--- config.mk ---
export PLATFORM = sky130hd
export DESIGN_NAME = pad_frame_rx
export DESIGN_NICKNAME = d
export VERILOG_FILES = /design/src/rtl/pad_frame_rx.sv
export SDC_FILE = /design/constraint.sdc
export NUM_CORES = 1
export LEC_CHECK = 0
export CAP_MARGIN = 10
export CORE_MARGIN = 4
export CORE_UTILIZATION = 45
export CTS_BUF_LIST = sky130_fd_sc_hd__clkbuf_4
export DETAILED_ROUTE_END_ITERATION = 12
export PLACE_DENSITY_LB_ADDON = 0.2
export SYNTH_ARGS = -nofsm -noshare
export SYNTH_HDL_FRONTEND = slang
export SYNTH_SLANG_ARGS = --single-unit
--- constraint.sdc ---
create_clock -name system_clock -period 2.27 [get_ports system_clock]
set_clock_uncertainty 0.15 [all_clocks]
set_input_delay 0.227 -clock system_clock [delete_from_list [all_inputs] [get_ports system_clock]]
set_output_delay 0.227 -clock system_clock [all_outputs]
set_load 0.05 [all_outputs]
--- src/rtl/pad_frame_rx.sv ---
// ============================================================================
// Module      : pad_frame_rx
// Description : Receives controller-state frames (sync, payload, checksum)
//               from the USB host MCU byte stream and presents a stable,
//               active-low button word to the console serial shifter. The
//               word never changes while the console latch is asserted and
//               reverts to "all released" when the link goes silent.
// Revision    : 1.0 - initial release
// ============================================================================
`default_nettype none

module pad_frame_rx #(
    parameter int          BITS           = 16,
    parameter logic [7:0]  SYNC_BYTE      = 8'hA5,
    parameter logic [23:0] TIMEOUT_CYCLES = 24'd4800000
) (
    input  logic            system_clock,
    input  logic            reset_n,
    input  logic [7:0]      rx_data,
    input  logic            rx_valid,
    output logic            rx_ready,
    input  logic            latch,
    output logic [BITS-1:0] buttons,
    output logic            frame_ok,
    output logic            frame_err,
    output logic            link_up
);

    localparam int NB    = BITS / 8;
    localparam int IDX_W = (NB > 1) ? $clog2(NB) : 1;
    localparam logic [IDX_W-1:0] c_LAST_IDX = IDX_W'(NB - 1);

    typedef enum logic [1:0] {
        ST_HUNT    = 2'd0,
        ST_PAYLOAD = 2'd1,
        ST_CHECK   = 2'd2,
        ST_PENDING = 2'd3
    } state_t;

    state_t             r_state;
    state_t             w_state_next;
    logic               r_latch_meta;
    logic               r_latch_s;
    logic [BITS-1:0]    r_shadow;
    logic [BITS-1:0]    w_shadow_shifted;
    logic [IDX_W-1:0]   r_idx;
    logic [7:0]         r_sum;
    logic [23:0]        r_tmo_cnt;
    logic               r_tmo_pend;
    logic [BITS-1:0]    r_buttons;
    logic               r_frame_ok;
    logic               r_frame_err;
    logic               r_link_up;
    logic               w_accept;
    logic               w_start;
    logic               w_load;
    logic               w_commit;
    logic               w_bad;
    logic               w_rx_ready;
    logic               w_tmo_fire;
    logic               w_tmo_apply;

    assign w_accept  = rx_valid && w_rx_ready;
    assign rx_ready  = w_rx_ready;
    assign buttons   = r_buttons;
    assign frame_ok  = r_frame_ok;
    assign frame_err = r_frame_err;
    assign link_up   = r_link_up;

    // Payload bytes shift in from the bottom so the first byte ends up on top.
    generate
        if (BITS == 8) begin : g_shift_single
            assign w_shadow_shifted = rx_data;
        end else begin : g_shift_multi
            assign w_shadow_shifted = {r_shadow[BITS-9:0], rx_data};
        end
    endgenerate

    // Two-flop synchroniser for the console latch (asynchronous domain).
    always_ff @(posedge system_clock or negedge reset_n) begin
        if (!reset_n) begin
            r_latch_meta <= 1'b0;
            r_latch_s    <= 1'b0;
        end else begin
            r_latch_meta <= latch;
            r_latch_s    <= r_latch_meta;
        end
    end

    // Frame state register.
    always_ff @(posedge system_clock or negedge reset_n) begin
        if (!reset_n) begin
            r_state <= ST_HUNT;
        end else begin
            r_state <= w_state_next;
        end
    end

    // Next-state decode plus the strobes that steer the datapath.
    always_comb begin
        w_state_next = r_state;
        w_start      = 1'b0;
        w_load       = 1'b0;
        w_commit     = 1'b0;
        w_bad        = 1'b0;
        w_rx_ready   = 1'b1;
        case (r_state)
            ST_HUNT: begin
                if (w_accept && (rx_data == SYNC_BYTE)) begin
                    w_start      = 1'b1;
                    w_state_next = ST_PAYLOAD;
                end
            end
            ST_PAYLOAD: begin
                // A sync value here is ordinary payload; no resync attempt.
                if (w_accept) begin
                    w_load = 1'b1;
                    if (r_idx == c_LAST_IDX) begin
                        w_state_next = ST_CHECK;
                    end
                end
            end
            ST_CHECK: begin
                if (w_accept) begin
                    if (rx_data == r_sum) begin
                        if (r_latch_s) begin
                            w_state_next = ST_PENDING;
                        end else begin
                            w_commit     = 1'b1;
                            w_state_next = ST_HUNT;
                        end
                    end else begin
                        w_bad        = 1'b1;
                        w_state_next = ST_HUNT;
                    end
                end
            end
            ST_PENDING: begin
                // Hold off the byte stream until the shifter has released.
                w_rx_ready = 1'b0;
                if (!r_latch_s) begin
                    w_commit     = 1'b1;
                    w_state_next = ST_HUNT;
                end
            end
            default: begin
                w_state_next = ST_HUNT;
            end
        endcase
    end

    // Shadow word, byte index and running checksum for the frame in flight.
    always_ff @(posedge system_clock or negedge reset_n) begin
        if (!reset_n) begin
            r_shadow <= '0;
            r_idx    <= '0;
            r_sum    <= 8'h00;
        end else if (w_start) begin
            r_idx <= '0;
            r_sum <= 8'h00;
        end else if (w_load) begin
            r_shadow <= w_shadow_shifted;
            r_idx    <= r_idx + 1'b1;
            r_sum    <= r_sum + rx_data;
        end
    end

    // Expiry happens only on the step into saturation; a commit that same
    // cycle takes precedence. A latched-high expiry is parked until release.
    assign w_tmo_fire  = (r_tmo_cnt == (TIMEOUT_CYCLES - 24'd1));
    assign w_tmo_apply = !w_commit && (w_tmo_fire || r_tmo_pend) && !r_latch_s;

    // Link-silence counter and deferred-expiry flag.
    always_ff @(posedge system_clock or negedge reset_n) begin
        if (!reset_n) begin
            r_tmo_cnt  <= 24'd0;
            r_tmo_pend <= 1'b0;
        end else begin
            if (w_commit) begin
                r_tmo_cnt <= 24'd0;
            end else if (r_tmo_cnt != TIMEOUT_CYCLES) begin
                r_tmo_cnt <= r_tmo_cnt + 24'd1;
            end
            if (w_commit || w_tmo_apply) begin
                r_tmo_pend <= 1'b0;
            end else if (w_tmo_fire && r_latch_s) begin
                r_tmo_pend <= 1'b1;
            end
        end
    end

    // Output word and status: the only writers of the button word.
    always_ff @(posedge system_clock or negedge reset_n) begin
        if (!reset_n) begin
            r_buttons   <= '1;
            r_link_up   <= 1'b0;
            r_frame_ok  <= 1'b0;
            r_frame_err <= 1'b0;
        end else begin
            r_frame_ok  <= w_commit;
            r_frame_err <= w_bad;
            if (w_commit) begin
                r_buttons <= r_shadow;
                r_link_up <= 1'b1;
            end else if (w_tmo_apply) begin
                r_buttons <= '1;
                r_link_up <= 1'b0;
            end
        end
    end

endmodule

`default_nettype wire
# --- Word-level counts from Yosys, hierarchy flattened ---
# Index checks and enable logic that the tools add are counted.
word_totals:
  in_bits: 12
  elab_cells: 76
  out_inout_bits: 20
  reg_bits: 73
classes:
  n_mux: 32
  reduce_logical: 16
  eq_ne: 12
  bitwise: 1
  addsub: 3
op_table:
  columns: ["cell", "n"]
  rows:
  - ["24-bit two-way mux", 2]
  - ["16-bit two-way mux", 2]
  - ["24-bit by 1-bit adder with 24-bit output, second input constant", 1]
  - ["24-bit by 23-bit == test with 1-bit output, second input constant", 1]
  - ["24-bit by 23-bit != test with 1-bit output, second input constant", 1]
  - ["1-bit two-way mux", 17]
  - ["8-bit two-way mux", 2]
  - ["2-bit two-way mux", 7]
  - ["2-bit != test, second input constant", 5]
  - ["8-bit adder", 1]
  - ["8-bit == test", 1]
  - ["8-bit == test, second input constant", 1]
  - ["2-bit one-hot mux with 4 select lines", 1]
  - ["2-bit nonzero test", 4]
  - ["1-bit logical AND", 5]
  - ["5-bit AND reduction", 1]
  - ["2-bit == test, second input constant", 2]
  - ["2-bit by 1-bit == test with 1-bit output, second input constant", 1]
  - ["1-bit logical NOT", 2]
  - ["2-bit logical NOT", 1]
  - ["1-bit logical OR", 2]
  - ["1-bit one-hot mux with 2 select lines", 1]
  - ["2-bit AND reduction", 1]
  - ["1-bit adder, second input constant", 1]
  - ["1-bit inverter", 1]

# --- Longest topological paths before layout ---
depth:
  depth_word: 10
  depth_mapped: 10
  mapped_depth_nobuf: 9

# --- Worst setup path after synthesis ---
# No wires, ideal clock.
synth_timing:
  kind: "register to register"
  start: "register r_sum[5]"
  end: "register r_tmo_cnt[12]"
  stages_incl_launch_ff: 11
  path_slack_ps: 4
  path_buffers: 2
  arrival_ps: 1997
  setup_time_ps: 119
  path_cell_list: "dfrtp_1 > ha_1 > nor4_2 > and3_1 > nand3_1 > and2_4 > or2_1 > buf_6 > inv_2 > buf_6 > nor2_1"
synth_between:
  elab_chain_len: 5
  word_cells_on_any_way: 6
  cone_classes: "eq/ne: 1; mux: 4; reduce/logical: 1"
synth_rtl:
  columns: ["item", "line_no", "rtl"]
  rows:
  - ["from (decl)", "47", "logic [7:0] r_sum;"]
  - ["from (signal assigned)", "164", "r_sum <= r_sum + rx_data;"]
  - ["8-bit == test *", "125", "if (rx_data == r_sum) begin"]
  - ["1-bit two-way mux *", "125", null]
  - ["1-bit two-way mux *", "124", "if (w_accept) begin"]
  - ["1-bit one-hot mux with 2 select lines *", "107", "case (r_state)"]
  - ["24-bit two-way mux or 2-bit nonzero test (tied branches)", null, null]
  - ["to (signal assigned)", "182", "r_tmo_cnt <= r_tmo_cnt + 24'd1;"]
  - ["to (decl)", "48", "logic [23:0] r_tmo_cnt;"]
# Every way passes the cells marked *; elsewhere a longest branch is shown, timed or not.
# A chain may end at the register's enable or synchronous reset.

# --- Worst setup path after layout ---
layout_timing:
  start: "register r_sum[4]"
  end: "register r_buttons[4] (netlist: buttons[4])"
layout_between:
  elab_chain_len: 8
  word_cells_on_any_way: 9
  cone_classes: "eq/ne: 1; mux: 4; reduce/logical: 4"
layout_rtl:
  columns: ["item", "line_no", "rtl"]
  rows:
  - ["8-bit == test *", "125", null]
  - ["1-bit two-way mux *", "125", null]
  - ["1-bit two-way mux *", "124", null]
  - ["1-bit one-hot mux with 2 select lines *", "107", null]
  - ["1-bit logical NOT", "171", "assign w_tmo_apply = !w_commit && (w_tmo_fire || r_tmo_pend) && !r_latch_s;"]
  - ["1-bit logical AND (2 in series)", "171", null]
  - ["2-bit nonzero test (no line)", null, null]
  - ["to (signal assigned)", "203", "r_buttons <= r_shadow;"]
  - ["to (decl)", "50", "logic [BITS-1:0] r_buttons;"]
# Marked as above.

==> metrics.md <==
| Metric | Value |
|---|---|
| Outcome | `complete, no violations` |
| Final ANT Viol Nets | `0` |
| Post-Syn Instances | `336` |
| Num Clock Sinks | `73` |
| Syn Area/Cell | `approximately 10 um^2` |
| Worst min path class | `input pin to flip-flop` |
| # DRC | `0` |
| Ys flop type | `dfrtp_1` |
| CTS Buf Count | `9` |
| EDFF count, synth | `0` |
| # rows | `31` |
| Fin. max-slew vios | `0` |
| WL per Instance | `around 14 um` |
| Maximum vdd drop | `between 0.0009 and 0.001 V` |
| Total power | `roughly 5.5 mW` |
| CTS tree | `done` |
| WHS Path Cells | `1` |
| Number of vias per cell | `5.073` |
| Chip Height | `95.70 um` |
| Rel. slew slack | `roughly two thirds` |
| Final hold violation count | `0` |
| Part of the Yosys area used for sequential elements | `a little over half` |
| Area Growth Syn to Fin | `25.16%` |
| GRT Total Usage | `16.85%` |
| Setup CP Type | `flip-flop to flip-flop` |
| Die width | `~96 um` |
| Clk pin slew, worst setup/hold paths | `about 140 ps` |
| Most common cell after layout, fill and taps aside | `nand2_1` |
| CP Max Fanout | `16` |
| First-pass GRT wire length | `about 12000 um` |
| Max cap viols | `0` |
| CTS root buffer | `clkbuf_4` |
| Hold Slack | `74.82 ps` |
| Internal Power | `3.265 mW` |
| Post-synth ARST share | `between 90% and 100%` |
| PwrDens | `1270 nW/um^2` |
| DP HPWL | `roughly 4700 um` |
| DRT iter0 DRCs | `83` |
| RSZ-0062 raised after global routing | `yes` |
| Cell variety after synth | `between 40 and 50` |
| CP Data Arrival Time | `around 2400 ps` |
| Final worst path period share | `between 90% and 100%` |
| Most frequent cells in the layout | `nand2_1 (65), dfrtp_1 (56), nor2_1 (32)` |
| Switching Share | `~41%` |
| Area of the core | `7370 um^2` |
| GPL Wtd Cong | `0.8577` |
| Initial antenna violation count | `0` |
| H-tree depth | `3` |
| Clk pwr share | `approximately 16%` |
| Storage cell area | `1848 um^2` |
| Psw | `~2.2 mW` |
| Startpoint types | `flip-flop` |
| I/O pins | `32` |
| Leak | `approximately 1.9 nW` |
| Deepest clock path buffer count | `2` |
| Multi-input gate area | `roughly 1600 um^2` |
| Antenna Cells | `0` |
| Clk Latency, worst-skew pair | `~420 ps` |
| Area of the mapped netlist | `about 3500 um^2` |
| Initial core utilization | `46.96%` |
| DRT Pass-1 Iters | `4` |
| Via count | `about 2600` |
| Nets | `approximately 420` |
| Worst Path Required | `between 2000 and 2500 ps` |
| Worst-margin pin slew | `~500 ps` |
| Pin count of the biggest net entering global routing | `74` |
| Yosys reg bits | `73` |
| Vias in the first global route | `2582` |
| FMAX | `roughly 450 MHz` |
| Share of layout cells above drive strength 1 | `a little over a fifth` |
| Register share of total power | `between 30% and 40%` |
| Fill cells | `640` |
| I/O Buffers | `31` |
| Final setup fails | `0` |
| Period minus WS final | `2244 ps` |
| Total congestion overflow | `0` |
| Reg2Reg Depth | `8` |
| Die area | `between 9000 and 10000 um^2` |
| Post-Route WL | `around 7100 um` |
| Critical Path End Type | `flip-flop` |
| Syn_nets | `around 360` |
| Synth Warn # | `0` |
| Logic pwr share | `about 44%` |
[kinds of logic after synthesis]
group,synth area share (%)
XOR/XNOR,6.833
flip-flops,53.36
AO/OA/AOI/OAI,11.03
buffers and inverters,3.579
adder cells (fa/ha/maj),3.832
AND/OR/NAND/NOR,20.75
multiplexers,0.6146
[power groups by stage]
stage               Clock (mW)  Sequential (mW)  Combinational, mW
floorplan                    0             2.69               1.07
global placement             0             2.19               2.27
detailed placement           0             2.19               2.33
CTS                      0.913             2.18               2.38
global route             0.963             2.25               2.66
finish                   0.878             2.19               2.43
[flip-flops by register name (all words and copies together) (netlist names)]
name,cells
frame_ok,1
r_state,2
r_tmo_cnt,24
r_sum,8
r_idx,1
r_shadow,16
link_up,1
r_latch_s,1
frame_err,1
buttons,16
r_latch_meta,1
r_tmo_pend,1
[cell type report]
class,count,share of cell area (%)
clock buffer,9,1.560
clock inverter,7,1.935
inverter,12,1.040
multi-input combinational,241,35.99
sequential,73,42.66
tap,99,2.860
timing repair buffer,64,13.95
[layer usage]
metal	track usage [%]	wire length, um	up-vias
met1	22.46	3325	1226
met2	26.58	3360	47
li1	-	-	1281
met5	0	0	-
met3	3.362	284	8
met4	7.583	91	0
[final timing paths]
| check | start | end | slack, ps |
|---|---|---|---|
| max in group asynchronous | reset_n | buttons[7] | 1420 |
| worst max register to register | r_sum[4] | buttons[4] | 30 |
| worst min register to register | r_latch_meta | r_latch_s | 230 |
| worst min-delay path | latch | r_latch_meta | 70 |
| min in group asynchronous | reset_n | r_latch_meta | 210 |
| worst max-delay path | r_sum[4] | buttons[4] | 30 |
[metrics by stage]
step / cell area [um^2] / setup WS, ps / cells / utilization (%) / TNS (ps)
after global routing: 4332 / -39.68 / 505 / 58.78 / -734.6
after CTS: 4274 / 0.4465 / 503 / 58.00 / 0
after floorplan: 3461 / 3.967 / 336 / - / 0
after detailed placement: 4064 / -406.2 / 483 / 55.14 / -16030
after global placement: 4064 / -341.6 / 483 / 55.14 / -13500
final: 4332 / 26.04 / 505 / 58.78 / 0
[critical path, stage by stage (launching register included)]
cell     delay [ps]
dfrtp_1         440
ha_4            240
nor4_4          260
and3_1          210
nand3_1          90
and2_4          170
or2_4           250
buf_12          150
o22a_2          210
[cells in the mapped netlist, drive strengths merged, types with 3 or more instances]
master   n  share of area [%]
a21oi    7                1.3
a22o     5                1.3
and2     4               0.80
and3     5               0.90
and4     3               0.76
buf      5                1.7
clkbuf   5               0.54
dfrtp   57                 41
dfstp   16                 12
ha       9                3.3
inv     12                1.3
nand2   65                7.0
nand3    7                1.2
nand4    4               0.72
nor2    34                3.8
nor2b    5               0.90
nor3    11                1.6
nor4     3               0.72
nor4b    3               0.76
o21ai   13                1.9
o22a    16                4.3
xnor2   18                4.6
xor2     9                2.3
[repair_timing]
action	in CTS	in global routing
resized for setup	4	6
endpoints found under the setup margin	42	41
setup buffers	3	2
hold buffers	1	0
hold endpoints to repair	73	0
pin swaps	2	2
(Power assumes the default switching activity.)
